### src/rtl/dmem_arbiter.sv
// dmem_arbiter: two-requester round-robin arbiter and sequencer for the
// single-port 64-bit Data_Memory. Port 0 is the core load/store path and
// port 1 is a secondary master. Each transaction drives the memory for one
// ISSUE cycle. The completion ack follows in the DONE cycle.
// Optional feature macro: DMEM_ARB_BOUND_CHECK_EN. When it is defined, an
// address >= DEPTH is blocked from the memory and reported with err.
module dmem_arbiter #(
  parameter int AW    = 64,
  parameter int DW    = 64,
  parameter int DEPTH = 256
) (
  input  logic          clk,
  input  logic          reset,
  input  logic          req0,
  input  logic          req1,
  input  logic          we0,
  input  logic          we1,
  input  logic [AW-1:0] addr0,
  input  logic [AW-1:0] addr1,
  input  logic [DW-1:0] wdata0,
  input  logic [DW-1:0] wdata1,
  output logic          ack0,
  output logic          ack1,
  output logic [DW-1:0] rdata,
  output logic          err,
  output logic          busy,
  output logic          mem_read,
  output logic          mem_write,
  output logic [AW-1:0] mem_address,
  output logic [DW-1:0] mem_write_data,
  input  logic [DW-1:0] mem_read_data
);

  localparam logic [1:0] IDLE  = 2'd0;
  localparam logic [1:0] ISSUE = 2'd1;
  localparam logic [1:0] DONE  = 2'd2;

  logic [1:0]    state;
  logic          g;         // port owning the current transaction
  logic          last;      // port served most recently (tie-break)
  logic          we_q;
  logic          blk_q;     // current transaction blocked by the bound check
  logic          err_q;

  logic          start;
  logic          nxt_g;
  logic          we_sel;
  logic [AW-1:0] addr_sel;
  logic [DW-1:0] wdata_sel;
  logic          oob;
  logic          blk;

  // Grant selection: round-robin tie-break in IDLE. DONE only hands over to
  // the other port, because the finishing port still holds req during its ack.
  always_comb begin
    start = 1'b0;
    nxt_g = g;
    case (state)
      IDLE: begin
        if (req0 && req1) begin
          start = 1'b1;
          nxt_g = ~last;
        end else if (req0) begin
          start = 1'b1;
          nxt_g = 1'b0;
        end else if (req1) begin
          start = 1'b1;
          nxt_g = 1'b1;
        end
      end
      DONE: begin
        if (g ? req0 : req1) begin
          start = 1'b1;
          nxt_g = ~g;
        end
      end
      default: ;
    endcase
  end

  assign we_sel    = nxt_g ? we1    : we0;
  assign addr_sel  = nxt_g ? addr1  : addr0;
  assign wdata_sel = nxt_g ? wdata1 : wdata0;
  assign oob       = (addr_sel >= AW'(DEPTH));

`ifdef DMEM_ARB_BOUND_CHECK_EN
  assign blk = oob;
`else
  logic unused_oob;
  assign unused_oob = oob;
  assign blk        = 1'b0;
`endif

  assign busy = (state != IDLE);
  assign err  = err_q;

  // Sequencer: latch the granted request on ISSUE entry and pulse the memory
  // strobe for one cycle. Then capture read data and pulse the ack in DONE.
  always_ff @(posedge clk) begin
    if (reset) begin
      state          <= IDLE;
      g              <= 1'b0;
      last           <= 1'b1;
      we_q           <= 1'b0;
      blk_q          <= 1'b0;
      err_q          <= 1'b0;
      ack0           <= 1'b0;
      ack1           <= 1'b0;
      rdata          <= '0;
      mem_read       <= 1'b0;
      mem_write      <= 1'b0;
      mem_address    <= '0;
      mem_write_data <= '0;
    end else begin
      ack0  <= 1'b0;
      ack1  <= 1'b0;
      err_q <= 1'b0;
      case (state)
        ISSUE: begin
          mem_read  <= 1'b0;
          mem_write <= 1'b0;
          if (blk_q) begin
            rdata <= '0;
          end else if (!we_q) begin
            rdata <= mem_read_data;
          end
          err_q <= blk_q;
          last  <= g;
          ack0  <= ~g;
          ack1  <= g;
          state <= DONE;
        end
        default: begin
          if (start) begin
            state          <= ISSUE;
            g              <= nxt_g;
            we_q           <= we_sel;
            blk_q          <= blk;
            mem_address    <= addr_sel;
            mem_write_data <= wdata_sel;
            mem_read       <= ~we_sel & ~blk;
            mem_write      <= we_sel & ~blk;
          end else begin
            state <= IDLE;
          end
        end
      endcase
    end
  end

endmodule

### config.mk
export PLATFORM = sky130hd
export DESIGN_NAME = dmem_arbiter
export DESIGN_NICKNAME = d
export VERILOG_FILES = /design/src/rtl/dmem_arbiter.sv
export SDC_FILE = /design/constraint.sdc
export NUM_CORES = 1
export LEC_CHECK = 0
export ABC_AREA = 1
export BUFFER_PORTS_ARGS = -buffer_cell sky130_fd_sc_hd__buf_2
export CAP_MARGIN = 40
export CORE_AREA = 3 3 203 205
export CTS_CLUSTER_DIAMETER = 40
export DETAILED_ROUTE_END_ITERATION = 8
export DIE_AREA = 0 0 206 208
export PLACE_DENSITY = 0.56
export SETUP_SLACK_MARGIN = 0.02
export SLEW_MARGIN = 15
export SYNTH_ARGS = -nofsm -noshare
export SYNTH_HDL_FRONTEND = slang
export SYNTH_SLANG_ARGS = --single-unit
### constraint.sdc
create_clock -name clk -period 1.3 [get_ports clk]
set_input_delay 0.13 -clock clk [delete_from_list [all_inputs] [get_ports clk]]
set_output_delay 0.13 -clock clk [all_outputs]
set_load 0.02 [all_outputs]
==> qor.txt <==
OUTCOME
-----------------------------------------------------------------------------------
Run status                                                             finished, violations left
Violated checks                                                        negative setup slack

FLOORPLANNING
-----------------------------------------------------------------------------------
Die Y                                                                        208 um
Area of the core                                                        39600 sq um
Starting density of the core                                                  0.234
Number of rows created at floorplan                                              73
Number of ports placed on the die boundary                                      524
Overall die width                                                            206 um
Die area                                                                42800 sq um

PLACED DESIGN
-----------------------------------------------------------------------------------
DPL Wire Length                                                             25.5 mm
Placed Cells                                                                   2437
Pre-CTS worst setup slack                                                 -0.358 ns
Final weighted congestion of routability-driven global placement              0.878
Cell Area, Placed                                                       12700 sq um
# port buffers                                                                  522

YOSYS
-----------------------------------------------------------------------------------
Number of register bits inferred by synthesis                                   201
Fraction of the yosys area taken by sequential cells                          0.433
Post-synthesis net count                                                       1755
Count of mapped cells out of synthesis                                         1429
Count of unique library cells instantiated by Yosys                              23
Summed instance area of the synthesized netlist                          9290 sq um
Yosys warns                                                                       0
Post-Synthesis Mean Instance Area                                        6.50 sq um

CTS
-----------------------------------------------------------------------------------
CTS Root Cell                                                          sky130_fd_sc_hd__clkbuf_16
Number of H-tree branching levels                                                 2
Cts bufs inserted                                                                37
Clock tree sinks                                                                201
Max Root-Sink Buffers                                                             3
CTS tree                                                                       done
CTS clock-pin slew for the worst setup and hold paths                       0.05 ns
Clock latency reported for the late side of the worst-skew pair             0.53 ns

DRT
-----------------------------------------------------------------------------------
Post-detailed-route via-to-cell ratio                                          4.60
First-pass DRT Iterations                                                         5
DRC violation count after routing                                                 0
Initial DRC Count                                                              1042
Post-route ant nets                                                               0
Avg WL per Cell                                                             17.4 um
Final routed wirelength across all metal layers                             50.4 mm
Via Count                                                                     13300

GLOBAL ROUTE
-----------------------------------------------------------------------------------
Via count of the first global-routing pass                                    12800
Total gr overflow                                                                 0
GRT Overall Usage                                                             0.197
Maximum number of pins on one net before global-route repair                     80
First-pass GRT wire length                                                  67.2 mm
Initial antenna violation count                                                   4

STA
-----------------------------------------------------------------------------------
Final setup violation count                                                     197
Unrepaired setup endpoints after global routing                                 yes
Worst hold slack                                                          0.0341 ns
Final setup margin                                                        -0.382 ns
Final-report max-slew violation count                                             0
Worst-case clock skew                                                     0.0152 ns
Total Negative Setup Slacks                                               -47.04 ns
Timing-limited maximum frequency                                          0.595 GHz
Clock period minus final worst setup slack                                  1.68 ns
Final clock period utilization by the worst path                               1.29
Hold violation count in the final report                                          0

LAYOUT
-----------------------------------------------------------------------------------
Filler Cell Count                                                              3490
Area added between synthesis and finish                                        109%
Final core utilization                                                        0.489
Post-route design area                                                  19400 sq um
Layout cells sized above 1                                                    0.399
Layout net count                                                               2660
Count of placed standard cells in the final layout, fillers left out           2891

RUN
-----------------------------------------------------------------------------------
Max cap viols                                                                     0

WORST SETUP PATH
-----------------------------------------------------------------------------------
Critical path data required time                                            1.72 ns
Critical path fanouts, max                                                       19
Critical Path Source Type                                                 flip-flop
Crit. End Element                                                         flip-flop
Critical path class                                                    flip-flop to flip-flop
Data arrival time of the critical path                                      2.10 ns
R2R Setup Slk                                                              -0.38 ns

POWER
-----------------------------------------------------------------------------------
Power density over the cells                                           1460 nW/um^2
Largest voltage drop on the vdd net                                         1.06 mV
Leakage dissipation                                                         10.6 nW
PnR Total Power                                                             28.4 mW

HOLD PATH
-----------------------------------------------------------------------------------
Class of the worst hold path                                           input port to flip-flop

-- timing repair --
action                                  CTS  global route
endpoints found under the setup margin  198           201
hold buffers                            321             0
hold endpoints to repair                196             0
setup buffers                            13             8
gates resized for setup                 163           204
pin swaps                                32            44
gates cloned                             17            24
-- state kept, by name (all words and copies together), names as in the netlist, named ones only --
register        cells
ack0                1
ack1                1
last                1
mem_address        64
mem_read            1
mem_write           1
mem_write_data     64
rdata              64
state               2
we_q                1
-- critical path, stage by stage (launching register included) --
cell and delay [ns]:
sky130_fd_sc_hd__dfxtp_4 0.38, sky130_fd_sc_hd__inv_4 0.06, sky130_fd_sc_hd__o211ai_4 0.20, sky130_fd_sc_hd__buf_12 0.19, sky130_fd_sc_hd__nand2_8 0.14, sky130_fd_sc_hd__buf_16 0.20
sky130_fd_sc_hd__o21ai_0 0.19, sky130_fd_sc_hd__inv_1 0.08, sky130_fd_sc_hd__nand2_1 0.08, sky130_fd_sc_hd__inv_1 0.04
-- cell usage in the layout, fill, tap and decap left out, types with 52 or more instances in the layout --
cell,count
sky130_fd_sc_hd__a21oi_1,66
sky130_fd_sc_hd__dlygate4sd3_1,321
sky130_fd_sc_hd__nand2_1,331
sky130_fd_sc_hd__o21ai_2,52
sky130_fd_sc_hd__nand3_2,59
sky130_fd_sc_hd__buf_2,522
sky130_fd_sc_hd__dfxtp_1,198
sky130_fd_sc_hd__inv_1,286
sky130_fd_sc_hd__clkbuf_16,56
sky130_fd_sc_hd__nand3_1,72
sky130_fd_sc_hd__o21ai_1,109
-- metal layers --
metal | GRT usage | routed length [um] | vias up | part of all wire
li1 | - | - | 6172 | -
met1 | 0.211 | 17900 | 5986 | 0.36
met2 | 0.336 | 24000 | 886 | 0.48
met3 | 0.0631 | 4960 | 251 | 0.098
met4 | 0.124 | 3480 | 0 | 0.069
met5 | 0 | 0 | - | 0
-- layout make-up --
type / instances / area, sq um / share of cell area
Sequential cell: 201 / 4030 / 0.208
Tap cell: 525 / 657 / 0.0339
Antenna cell: 4 / 10.0 / 0.000516
Multi-Input combinational cell: 807 / 4460 / 0.230
Inverter: 334 / 1280 / 0.0658
Clock inverter: 23 / 250 / 0.0129
Timing Repair Buffer: 953 / 7680 / 0.396
Clock buffer: 44 / 1020 / 0.0528
-- worst paths after layout --
path / start / to / depth (start not counted)
setup / recovery: flip-flop / mem_write_data[50] / 9
hold / removal: we1 / mem_write / 5
setup reg to reg: flip-flop / mem_write_data[50] / 9
hold reg to reg: rdata[32] / rdata[32] / 2
-- cells in the mapped netlist, drive strengths merged --
master / n / share of area
buf: 64 / 0.039
o21ai: 192 / 0.10
conb: 1 / 0.00040
nor2: 7 / 0.0034
dfxtp: 201 / 0.43
a21oi: 67 / 0.036
clkbuf: 28 / 0.011
nor3: 2 / 0.0011
nand4: 1 / 0.00067
nand3: 132 / 0.072
o211ai: 2 / 0.0022
nand2: 396 / 0.16
or2: 2 / 0.0013
inv: 334 / 0.14
-- cell families after synthesis --
group                  count (synthesis)  synth area share
AO/OA/AOI/OAI                        261             0.142
other                                  1          0.000404
flip-flops                           201             0.433
buffers and inverters                426             0.186
AND/OR/NAND/NOR                      540             0.239
-- power breakdown --
group	leakage (nW)	switching, mW	internal, mW
combinational	8.34	6.06	4.69
clock	0.609	3.50	6.32
sequential	1.67	0.613	7.17
total	10.6	10.2	18.2
Note: power is estimated with default switching activity, not from simulation.
